==> config.mk <==
export PLATFORM = sky130hd
export DESIGN_NAME = apple_iie_video_scanner
export DESIGN_NICKNAME = d
export VERILOG_FILES = /design/src/rtl/apple_iie_video_scanner.sv
export SDC_FILE = /design/constraint.sdc
export NUM_CORES = 1
export LEC_CHECK = 0
export ABC_AREA = 1
export CAP_MARGIN = 15
export CORE_MARGIN = 2
export CORE_UTILIZATION = 30
export CTS_BUF_LIST = sky130_fd_sc_hd__clkbuf_16
export CTS_CLUSTER_DIAMETER = 150
export DETAILED_ROUTE_END_ITERATION = 10
export GPL_TIMING_DRIVEN = 0
export SLEW_MARGIN = 20
export SYNTH_ARGS = -nofsm -noshare
export SYNTH_HDL_FRONTEND = slang
export SYNTH_SLANG_ARGS = --single-unit
==> constraint.sdc <==
create_clock -name clk_phi_0 -period 2.35 [get_ports clk_phi_0]
set_input_delay 0.47 -clock clk_phi_0 [delete_from_list [all_inputs] [get_ports clk_phi_0]]
set_output_delay 0.47 -clock clk_phi_0 [all_outputs]
set_load 0.005 [all_outputs]
==> src/rtl/apple_iie_video_scanner.sv <==
// IOU video scanner: horizontal/vertical scan counters, blanking and the display RAM scan address.
// Optional sticky VBL interrupt is built only when APPLE_IIE_VBL_IRQ_EN is defined.
module apple_iie_video_scanner #(
   parameter int H_TOTAL   = 65,
   parameter int V_TOTAL   = 262,
   parameter int MIXED_ROW = 160
) (
   input  logic        clk_phi_0,
   input  logic        reset_n,
   input  logic        soft_switch_text,
   input  logic        soft_switch_mixed,
   input  logic        soft_switch_hires,
   input  logic        soft_switch_80store,
   input  logic        soft_switch_page2,
   input  logic        vbl_clr,
   output logic        h0,
   output logic        vc,
   output logic [15:0] vid_a,
   output logic        sega,
   output logic        segb,
   output logic        hblank_n,
   output logic        vblank_n,
   output logic        frame_start,
   output logic        vbl_irq
);

   localparam logic [6:0] H_LAST  = 7'(H_TOTAL - 1);
   localparam logic [6:0] H_START = 7'(H_TOTAL - 64);
   localparam logic [8:0] V_LAST  = 9'(V_TOTAL - 1);
   localparam logic [8:0] MIX_ROW = 9'(MIXED_ROW);
   localparam logic [8:0] V_VIS   = 9'd192;

   logic [6:0] h_count;
   logic [8:0] v_count;
   logic       sh_text;
   logic       sh_mixed;
   logic       sh_hires;
   logic       sh_store80;
   logic       sh_page2;

   logic       h_wrap;
   logic [5:0] h6;
   logic       eff_text;
   logic       tl;
   logic [3:0] s;
   logic       p1;
   logic       p2;
   logic       a10, a11, a12, a13, a14;

   assign h_wrap = (h_count == H_LAST);

   always_ff @(posedge clk_phi_0 or negedge reset_n) begin
      if (!reset_n) begin
         h_count <= '0;
         v_count <= '0;
      end else if (h_wrap) begin
         h_count <= '0;
         v_count <= (v_count == V_LAST) ? '0 : v_count + 9'd1;
      end else begin
         h_count <= h_count + 7'd1;
      end
   end

   // Mode switches are sampled on the last cycle of a line so a whole line is rendered in one mode.
   always_ff @(posedge clk_phi_0 or negedge reset_n) begin
      if (!reset_n) begin
         sh_text    <= 1'b1;
         sh_mixed   <= 1'b0;
         sh_hires   <= 1'b0;
         sh_store80 <= 1'b0;
         sh_page2   <= 1'b0;
      end else if (h_wrap) begin
         sh_text    <= soft_switch_text;
         sh_mixed   <= soft_switch_mixed;
         sh_hires   <= soft_switch_hires;
         sh_store80 <= soft_switch_80store;
         sh_page2   <= soft_switch_page2;
      end
   end

   always_comb begin
      h6       = (h_count < H_START) ? 6'd0 : 6'(h_count - H_START);
      eff_text = sh_text | (sh_mixed & (v_count >= MIX_ROW));
      tl       = eff_text | ~sh_hires;
      // Row-interleave adder: folds 40*v[7:6] - 24 into the column bits.
      s        = {3'b000, v_count[6]}
               + {~h6[5], v_count[6], h6[4], h6[3]}
               + {v_count[7], ~h6[5], v_count[7], 1'b1};
      p1       = sh_store80 | ~sh_page2;
      p2       = ~sh_store80 & sh_page2;
      a10      = tl ? p1 : v_count[0];
      a11      = tl ? p2 : v_count[1];
      a12      = tl ? 1'b0 : v_count[2];
      a13      = tl ? 1'b0 : p1;
      a14      = tl ? 1'b0 : p2;
   end

   assign vid_a       = {1'b0, a14, a13, a12, a11, a10, v_count[5:3], s, h6[2:0]};
   assign h0          = h6[0];
   assign vc          = v_count[2];
   assign sega        = eff_text ? v_count[0] : h6[0];
   assign segb        = eff_text ? v_count[1] : ~sh_hires;
   assign hblank_n    = (h6 >= 6'd24) && (h_count >= H_START);
   assign vblank_n    = (v_count < V_VIS);
   assign frame_start = (h_count == 7'd0) && (v_count == 9'd0);

`ifdef APPLE_IIE_VBL_IRQ_EN
   // Sticky flag: set at the first blanked line start; a coincident clear loses to the set.
   logic vbl_irq_q;

   always_ff @(posedge clk_phi_0 or negedge reset_n) begin
      if (!reset_n) begin
         vbl_irq_q <= 1'b0;
      end else if ((h_count == 7'd0) && (v_count == V_VIS)) begin
         vbl_irq_q <= 1'b1;
      end else if (vbl_clr) begin
         vbl_irq_q <= 1'b0;
      end
   end

   assign vbl_irq = vbl_irq_q;
`else
   logic unused_vbl_clr;

   assign unused_vbl_clr = vbl_clr;
   assign vbl_irq        = 1'b0;
`endif

endmodule

* Word-level counts from Yosys, hierarchy flattened
Cells that the tools add are included.
** Operators by class
- Add/sub/neg operators :: 5
- Magnitude comparators :: 5
- Equal/unequal tests :: 2
- Multiplexer cells :: 10
- Bitwise logic cells :: 9
- Reductions and logical operators :: 4
** Operators by type and width (count)
- $add A9 B1 Y9 const B :: 1
- $eq A9 B9 Y1 const B :: 1
- $ge A9 B8 Y1 const B :: 1
- $logic_not A9 Y1 :: 1
- $lt A9 B8 Y1 const B :: 1
- $mux W9 :: 1
- $add A7 B1 Y7 const B :: 1
- $eq A7 B7 Y1 const B :: 1
- $ge A7 B1 Y1 const B :: 1
- $logic_not A7 Y1 :: 1
- $lt A7 B1 Y1 const B :: 1
- $mux W1 :: 7
- $mux W7 :: 1
- $ge A6 B5 Y1 const B :: 1
- $mux W6 :: 1
- $sub A6 B1 Y6 const B :: 1
- $add A1 B4 Y4 :: 1
- $add A4 B4 Y4 :: 1
- $not A1 Y1 :: 4
- $or A1 B1 Y1 :: 3
- $and A1 B1 Y1 :: 2
- $logic_and A1 B1 Y1 :: 2
** Storage, ports and cells
- Register bits after elaboration :: 21
- Input port bits :: 8
- Output and inout port bits :: 24

* Depth between registers and ports, before layout
Gate-level depths: netlist (run 1).
- Depth after elaboration :: 5
- Gate-level depth with buffers :: 15
- Depth with buffers taken out :: 15

* Worst setup path before layout (run 1)
Ideal clock, no wire load.
- Path type :: reg2out
- Start point :: register h_count[0]
- End point :: output port vid_a[6]
- Data arrival time :: 1733 ps
- Required time :: 1880 ps
- Path slack :: 147 ps
- Stages on the path, launching flop included :: 14
- Buffers on the path :: 0
- Path through :: dfrtp_1 > inv_1 > ha_1 > nand2_1 > xor2_1 > nor2_1 > ha_1 > nand3_1 > nand2_1 > nand2_1 > nand2_1 > inv_1 > nand2_1 > nand2_1
** On the way
- Cells in the longest elaborated chain, start to end :: 5
** RTL lines
- start, declared :: RTL line 33 : logic [6:0] h_count;
- start signal, assigned :: RTL line 60 : h_count <= h_count + 7'd1;
- $sub A6 B1 Y6 or $lt A7 B1 Y1 (tied branches) :: RTL line 82 : h6 = (h_count < H_START) ? 6'd0 : 6'(h_count - H_START);
- $mux W6 * :: RTL line 82
- $not A1 Y1 :: RTL line 87, 88
- $add A1 B4 Y4 :: RTL line 87 : + {~h6[5], v_count[6], h6[4], h6[3]}
- $add A4 B4 Y4 * :: RTL line 88 : + {v_count[7], ~h6[5], v_count[7], 1'b1};
- end, declared :: RTL line 18 : output logic [15:0] vid_a,
Mark *: on every way between the ends. The rest lies on a longest branch, timed or not.

* Worst setup path in the final report (run 1)
- Start point :: register h_count[3]
- End point :: output port vid_a[6]
Same word-level chain as after synthesis.

==> results.py, run 1 <==
metrics = {
    "status": {
        "outcome": "finished, violations left",
        "violations": "negative setup slack",
    },
    "global_routing": {
        "grt.total_usage": 0.139,
        "antenna_found_initial": 0,
        "grt_overflow": 0,
        "grt_pass1_wl_um": 6620,
        "grt_pass1_vias": 1486,
        "grt_start_max_net_pins": 22,
    },
    "setup_path": {
        "crit_required_ps": 1880,
        "worstPathCellList": "inv_2 -> nand2_1 -> nor2_1 -> nand2_2 -> inv_2 -> nor2_2 -> ha_1 -> nand3_2 -> nand2_1 -> nand2_1 -> nand2_2 -> inv_1 -> nand2_1 -> nand2_1 -> buf_2",
        "worstPathMaxFanout": 5,
        "crit_family": "simple AND/OR/NAND/NOR gates",
        "arrival_ps": 2050,
        "critPathLaunch": "h_count[3]",
        "rrSetupSlack_ps": 740,
        "timing.rr.start": "h_count[1]",
        "cp-end-kind": "primary output",
        "crit_buf_inv": 4,
        "cp-start-kind": "flip-flop",
        "worst-path-stages": 15,
        "cpPeakStageDelay_ps": 460,
        "crit_end": "vid_a[6]",
        "r2r_end": "v_count[3]",
        "path_class": "flip-flop to primary output",
        "crit_top_cell": "nand2_1",
        "r2r_cells": 9,
        "slowest_stage": "dfrtp_2",
    },
    "clock_tree": {
        "cts_hold_buf": 0,
        "cts_buffers": 3,
        "cts_buffer_depth": 2,
        "cts_tree": "yes",
        "htree_levels": 1,
        "cts.clk_slew.worst_paths_ps": 60,
        "cts-root-buf": "clkbuf_16",
        "clock-sinks": 21,
        "clock_latency_ps": 250,
    },
    "routing": {
        "wl_um": 3930,
        "viasPerCell": 4.42,
        "vias": 1551,
        "dr.pass1.iters": 4,
        "ant_nets": 0,
        "wl_per_cell_um": 11.2,
        "drc": 0,
        "drt_iter0_markers": 74,
    },
    "pwr": {
        "power_density_mw_per_mm2": 323,
        "leakage_nw": 1.15,
        "ir_drop_v": 0.000283,
    },
    "synthesis": {
        "yosysWarnings": 0,
        "synth_cells": 227,
        "yosysTopAreaCellShare": 0.319,
        "synth.cell_area_mm2": 0.00157,
        "syn_avg_cell_area_um2": 6.91,
        "yosysUniqueCellTypes": 21,
        "synth_largest_area_cell": "dfrtp_1",
        "synth_seq_area_share": 0.336,
        "ys_ff_latch": 21,
        "synthTopCellsByArea": "dfrtp_1 32%, nand2_1 17%, inv_1 8.6%",
    },
    "final_layout": {
        "fillers": 548,
        "final_area_mm2": 0.00232,
        "syn2layout_area_growth_pct": 48.1,
        "drive_gt1_frac": 0.327,
        "final_common_cell": "nand2_1",
        "seq_area_um2": 536,
        "multi_input_comb_area_um2": 936,
        "mostFrequentLayoutCells": "61 x nand2_1, 32 x buf_4, 29 x inv_1",
        "final_cells": 351,
        "antenna_cells": 0,
        "nets": 300,
    },
    "floorplanning": {
        "rows": 26,
        "dieArea_mm2": 0.00582,
        "die_x_um": 76.3,
        "start_util": 0.309,
        "fp.dieH_um": 76.3,
        "coreArea_mm2": 0.00507,
        "ios": 32,
    },
    "sta": {
        "fmax_mhz": 397,
        "period_share": 1.07,
        "final.setup.worst_slack_ps": -171,
        "finClkSkew_ps": 3.59,
        "finalCriticalPeriod_ps": 2520,
        "rsz0062_at_grt": "true",
        "finalSetupViolations": 3,
        "finalHoldViolCount": 0,
        "maxSlewViolCount": 0,
    },
    "hold_path": {
        "hold_path.class": "input pin to asynchronous set/reset pin",
    },
    "placement": {
        "dp.cells": 326,
        "placed_area_mm2": 0.00194,
        "port_buffers": 28,
        "gp_congestion": 0.861,
        "hpwl_um": 2700,
    },
    "run": {
        "maxCapViolCount": 0,
    },
}
## state kept, by name (all words and copies together) (netlist names)
register / cells
v_count: 9
sh_store80: 1
sh_page2: 1
sh_hires: 1
h_count: 7
sh_mixed: 1
sh_text: 1
## power breakdown
group          total (mW)  internal (mW)  switching [mW]  leakage [nW]
registers           0.361          0.361               0         0.244
logic              0.0191        0.00981         0.00927         0.869
clock network       0.370          0.229           0.141        0.0409
## through the flow
stage	hold slack, ps	util	power [mW]	setup slack (ps)	setup TNS, ps
finish	173	0.458	0.750	-171	-441
global route	220	0.458	0.779	-296	-795
CTS	476	0.434	0.763	-164	-392
detailed placement	460	0.382	0.389	-546	-1280
global placement	461	0.382	0.389	-490	-1170
floorplan	174	-	0.371	147	0
## Yosys cell counts, drive strengths merged
cell type / instances
buf: 14
xor2: 6
nand4: 5
conb: 1
nand3: 17
xnor2: 1
dfrtp: 20
nor3: 2
a21oi: 2
inv: 36
dfstp: 1
ha: 9
nand2: 71
fa: 1
o21ai: 16
nor2: 25
## cells by family (layout without fill, tap and decap cells)
kind of cell    count (synthesis)  count (layout)  share of synthesized area
simple gates                  120             120                      0.320
other cells                     1               2                    0.00239
flops                          21              21                      0.336
fa+ha+maj                      10              10                     0.0846
buf+inv                        50             103                      0.160
compound gates                 18              18                     0.0575
xor+xnor                        7               7                     0.0391
## routing by layer
metal / up-vias / track usage / share of wire
met1: 727 / 0.175 / 0.47
li1: 802 / - / -
met2: 20 / 0.250 / 0.50
met4: 0 / 0.0327 / 0.0084
met5: - / 0 / 0
met3: 2 / 0.0213 / 0.023
## worst min-delay path by stage
| stage | start | end | slack, ps | cells after the start |
|---|---|---|---|---|
| after global routing | reset_n | sh_hires | 220 | 1 |
| after global placement | sh_mixed | sh_mixed | 460 | 2 |
| final | reset_n | h_count[5] | 170 | 1 |
| after detailed placement | sh_mixed | sh_mixed | 460 | 2 |
| after floorplan | reset_n | h_count[0] | 170 | 0 |
| after CTS | sh_mixed | sh_mixed | 480 | 2 |
## cell type report
cell class,count,area share
Buffer,14,0.0501
Clock buffer,3,0.0323
Clock inverter,1,0.00216
Inverter,36,0.0582
Multi-Input combinational cell,157,0.403
Sequential cell,21,0.231
Tap cell,70,0.0377
Timing Repair Buffer,49,0.186
## repair_timing
action,in CTS,in global routing
pin swaps,10,10
cloned,0,0
endpoints found under the setup margin,14,13
buffers inserted,14,7
resized for setup,46,26
(Power assumes the default switching activity.)
==> run 2: changes to the inputs <==
SKIP_CTS_REPAIR_TIMING = 1   (was unset)
==> run 2 against run 1 <==
Effect of this change:
- highest routed layer unchanged
- the flow still finishes with violations (negative setup slack)
- cell area down 4.1%
- critical path depth down 1
- combinational power about the same
- largest cell class unchanged
- first-iteration DRC count up 45%
- routed wire length down 4.6%
==> results.py, run 2 (synthesis gave the netlist of run 1 again) <==
metrics = {
    "status": {
        "outcome": "finished, violations left",
        "violations": "negative setup slack",
    },
    "setup_path": {
        "cpPeakStageDelay_ps": 420,
        "crit_buf_inv": 3,
        "arrival_ps": 2090,
        "cp-start-kind": "flip-flop",
        "timing.rr.start": "h_count[0]",
        "r2r_end": "v_count[3]",
        "worstPathCellList": "inv_2 -> ha_4 -> nand2_4 -> xor2_2 -> nor2_2 -> ha_1 -> nand3_2 -> nand2_1 -> nand2_1 -> nand2_2 -> inv_2 -> nand2_2 -> nand2_2 -> clkbuf_2",
        "worst-path-stages": 14,
        "worstPathMaxFanout": 5,
        "r2r_cells": 8,
        "crit_required_ps": 1880,
        "slowest_stage": "dfrtp_1",
        "rrSetupSlack_ps": 770,
        "crit_family": "simple AND/OR/NAND/NOR gates",
        "cp-end-kind": "primary output",
        "path_class": "flip-flop to primary output",
        "crit_top_cell": "nand2_2",
    },
    "global_routing": {
        "grt_pass1_vias": 1376,
        "grt_overflow": 0,
        "antenna_found_initial": 0,
        "grt_pass1_wl_um": 6060,
        "grt_start_max_net_pins": 22,
        "grt.total_usage": 0.127,
    },
    "sta": {
        "rsz0062_at_grt": "true",
        "finalCriticalPeriod_ps": 2560,
        "fmax_mhz": 390,
        "finalHoldViolCount": 0,
        "whs_ps": 170,
        "finalSetupViolations": 4,
        "finClkSkew_ps": 2.58,
        "maxSlewViolCount": 0,
        "final.setup.worst_slack_ps": -213,
        "fin_tns_setup_ps": -757,
        "period_share": 1.09,
    },
    "placement": {
        "gp_congestion": 0.861,
        "port_buffers": 28,
        "hpwl_um": 2700,
        "dp.cells": 326,
    },
    "hold_path": {
        "hold_path.class": "input pin to asynchronous set/reset pin",
    },
    "clock_tree": {
        "cts_buffers": 3,
        "clock_latency_ps": 250,
        "cts-root-buf": "clkbuf_16",
        "cts.clk_slew.worst_paths_ps": 60,
        "cts_buffer_depth": 2,
        "htree_levels": 1,
        "cts_tree": "yes",
        "clock-sinks": 21,
    },
    "final_layout": {
        "nets": 289,
        "final_common_cell": "nand2_1",
        "antenna_cells": 0,
        "fillers": 545,
        "drive_gt1_frac": 0.285,
        "top_regs": "v_count: 9 flops, h_count: 7 flops",
        "fin_util": 0.439,
        "largest_reg_flops": 9,
        "multi_input_comb_area_um2": 930,
        "top_register": "v_count",
        "syn2layout_area_growth_pct": 42.1,
        "mostFrequentLayoutCells": "62 x nand2_1, 28 x inv_1, 23 x clkdlybuf4s50_1",
        "final_cells": 340,
        "seq_area_um2": 536,
    },
    "run": {
        "maxCapViolCount": 0,
    },
    "routing": {
        "viasPerCell": 4.44,
        "met1_length_um": 1760,
        "met2RoutedLength_um": 1830,
        "dr.pass1.iters": 4,
        "ant_nets": 0,
        "vias": 1511,
        "drt_iter0_markers": 107,
        "wl_per_cell_um": 11.0,
        "drc": 0,
        "met3_length_um": 118,
        "wl_um": 3750,
        "dr.max_layer_used": "met4",
    },
    "floorplanning": {
        "rows": 26,
        "coreArea_mm2": 0.00507,
        "fp.dieH_um": 76.3,
        "ios": 32,
        "die_x_um": 76.3,
        "start_util": 0.309,
        "dieArea_mm2": 0.00582,
    },
    "pwr": {
        "ir_drop_v": 0.000287,
        "total_power_uw": 750,
        "power_density_mw_per_mm2": 337,
        "leakage_nw": 1.07,
    },
}
## run 2: cell count changes in the layout (fill, tap and decap cells not counted), sizes merged
cell,previous run,this run
buf,39,24
clkbuf,3,6
clkdlybuf4s15,1,0
clkdlybuf4s50,20,23
dlymetal6s2s,3,2
## run 2: area by class of cell
class	instances	share of cell area
Clock inverter	1	0.00225
Buffer	14	0.0522
Multi-Input combinational cell	157	0.417
Inverter	36	0.0607
Timing Repair Buffer	38	0.154
Clock buffer	3	0.0337
Sequential cell	21	0.240
Tap cell	70	0.0393
## run 2: stage by stage
step	setup WS, ps	cell area [µm²]
finish	-213	2230
global route	-357	2230
CTS	-829	2020
detailed placement	-546	1940
global placement	-490	1940
floorplan	147	1570
## run 2: worst max path at each step
stage,startpoint,end,slack [ps]
after global placement,h_count[0],vid_a[6],-490
after detailed placement,h_count[0],vid_a[6],-550
after CTS,h_count[0],vid_a[6],-830
after global routing,h_count[0],vid_a[6],-360
final,h_count[0],vid_a[6],-210
after floorplan,h_count[0],vid_a[6],150
## run 2: power by group
part	internal, mW	leakage [nW]	switching [mW]
clock	0.229	0.0409	0.140
combinational	0.00981	0.789	0.00917
sequential	0.362	0.244	0
## run 2: metal layers
| metal | GRT usage | up-vias |
|---|---|---|
| li1 | - | 772 |
| met1 | 0.164 | 706 |
| met2 | 0.220 | 29 |
| met3 | 0.0201 | 4 |
| met4 | 0.0327 | 0 |
| met5 | 0 | - |
## run 2: worst register-to-register path: stages, from the launching register on
cell	delay, ps
dfrtp_1	420
inv_2	130
buf_4	130
ha_1	180
nand2_2	80
nor2_4	200
inv_1	180
nand2_1	90
o21ai_1	60
==> run 3: changes to the inputs <==
PLACE_DENSITY = 0.58   (was unset)
==> run 3 against run 2 <==
Effect of this change:
- the run still ends with negative setup slack left
- cell area up 0.28%
- sequential share of layout area down 0.067 points
- die area is the same
- combinational power is essentially flat
- utilization increased by 0.12 points
- first-iteration DRC count shrank 76%
==> results.py, run 3 (synthesis gave the netlist of run 1 again) <==
metrics = {
    "routing": {
        "ant_nets": 0,
        "drt_iter0_markers": 26,
        "vias": 1478,
        "wl_um": 3620,
        "met3_length_um": 125,
        "dr.max_layer_used": "met4",
        "met1_length_um": 1660,
        "drc": 0,
        "viasPerCell": 4.33,
        "wl_per_cell_um": 10.6,
        "dr.pass1.iters": 4,
        "met2RoutedLength_um": 1770,
    },
    "floorplanning": {
        "ios": 32,
        "start_util": 0.309,
        "coreArea_mm2": 0.00507,
        "rows": 26,
        "fp.dieH_um": 76.3,
        "die_x_um": 76.3,
        "dieArea_mm2": 0.00582,
    },
    "setup_path": {
        "critPathLaunch": "h_count[2]",
        "cp-start-kind": "flip-flop",
        "r2r_cells": 8,
        "cp-end-kind": "primary output",
        "arrival_ps": 2100,
        "timing.rr.start": "h_count[0]",
        "crit_end": "vid_a[4]",
        "path_class": "flip-flop to primary output",
        "r2r_end": "v_count[3]",
        "rrSetupSlack_ps": 760,
        "crit_required_ps": 1880,
        "worstPathMaxFanout": 6,
    },
    "status": {
        "outcome": "finished, violations left",
        "violations": "negative setup slack",
    },
    "final_layout": {
        "top_register": "v_count",
        "syn2layout_area_growth_pct": 42.5,
        "fillers": 541,
        "mostFrequentLayoutCells": "63 x nand2_1, 29 x inv_1, 22 x clkdlybuf4s50_1",
        "drive_gt1_frac": 0.269,
        "top_regs": "v_count: 9 flops, h_count: 7 flops",
        "largest_reg_flops": 9,
        "final_area_mm2": 0.00223,
        "nets": 290,
        "final_common_cell": "nand2_1",
        "antenna_cells": 0,
    },
    "clock_tree": {
        "cts_buffer_depth": 2,
        "cts.clk_slew.worst_paths_ps": 60,
        "cts-root-buf": "clkbuf_16",
        "htree_levels": 1,
        "cts_tree": "yes",
        "cts_buffers": 3,
        "clock_latency_ps": 250,
        "clock-sinks": 21,
    },
    "sta": {
        "final.setup.worst_slack_ps": -225,
        "finClkSkew_ps": 4.02,
        "finalCriticalPeriod_ps": 2570,
        "maxSlewViolCount": 0,
        "rsz0062_at_grt": "true",
        "finalHoldViolCount": 0,
        "whs_ps": 174,
        "finalSetupViolations": 4,
        "period_share": 1.10,
        "fmax_mhz": 388,
    },
    "placement": {
        "hpwl_um": 2550,
        "gp_congestion": 0.850,
        "placed_area_mm2": 0.00194,
        "pre_cts_ws_ps": -521,
        "port_buffers": 28,
    },
    "global_routing": {
        "grt_pass1_wl_um": 5690,
        "grt_overflow": 0,
        "grt_start_max_net_pins": 22,
        "antenna_found_initial": 0,
        "grt.total_usage": 0.119,
        "grt_pass1_vias": 1291,
    },
    "hold_path": {
        "hold_path.class": "input pin to asynchronous set/reset pin",
    },
    "pwr": {
        "leakage_nw": 1.07,
        "power_density_mw_per_mm2": 333,
        "ir_drop_v": 0.000258,
    },
    "run": {
        "maxCapViolCount": 0,
    },
}
[run 3: area by class of cell]
cell class | count | area (µm²) | area share
Buffer | 14 | 116 | 0.0521
Tap cell | 70 | 87.6 | 0.0392
Clock buffer | 3 | 75.1 | 0.0336
Timing Repair Buffer | 39 | 353 | 0.158
Multi-Input combinational cell | 157 | 926 | 0.415
Sequential cell | 21 | 536 | 0.240
Inverter | 36 | 135 | 0.0605
Clock inverter | 1 | 5.00 | 0.00224
[run 3: where the power goes]
part           total [mW]  internal (mW)  switching [mW]
clock network       0.362          0.229           0.134
registers           0.362          0.362               0
logic              0.0189        0.00979         0.00910
total               0.743          0.600           0.143
[run 3: worst max-delay path, stage by stage, from the launching register on]
cell and delay (ps):
dfrtp_2 470, nor2_4 130, nand2_2 100, nor2_4 120, nand2_1 50, o21ai_1 90
inv_1 60, ha_1 180, inv_2 70, fa_2 420, dlymetal6s2s_1 160
[run 3: how the worst min path moves through the flow]
stage	from	endpoint	slack, ps	depth (start not counted)
CTS	sh_mixed	sh_mixed	480	2
detailed placement	sh_mixed	sh_mixed	460	2
finish	reset_n	h_count[4]	170	1
floorplan	reset_n	h_count[0]	170	0
global route	reset_n	sh_store80	210	1
global placement	sh_store80	sh_store80	460	2
[run 3: through the flow]
step / total power [mW] / setup TNS, ps / cells / util
global placement: 0.389 / -1190 / 326 / 0.382
global route: 0.770 / -1490 / 341 / 0.440
detailed placement: 0.389 / -1240 / 326 / 0.382
CTS: 0.756 / -3330 / 330 / 0.398
finish: 0.743 / -737 / 341 / 0.440
floorplan: 0.371 / 0 / 228 / -
[run 3: routing by layer]
metal / global-route usage / vias to the layer above
met5: 0 / -
li1: - / 773
met4: 0.0436 / 0
met3: 0.0201 / 4
met1: 0.162 / 673
met2: 0.190 / 28
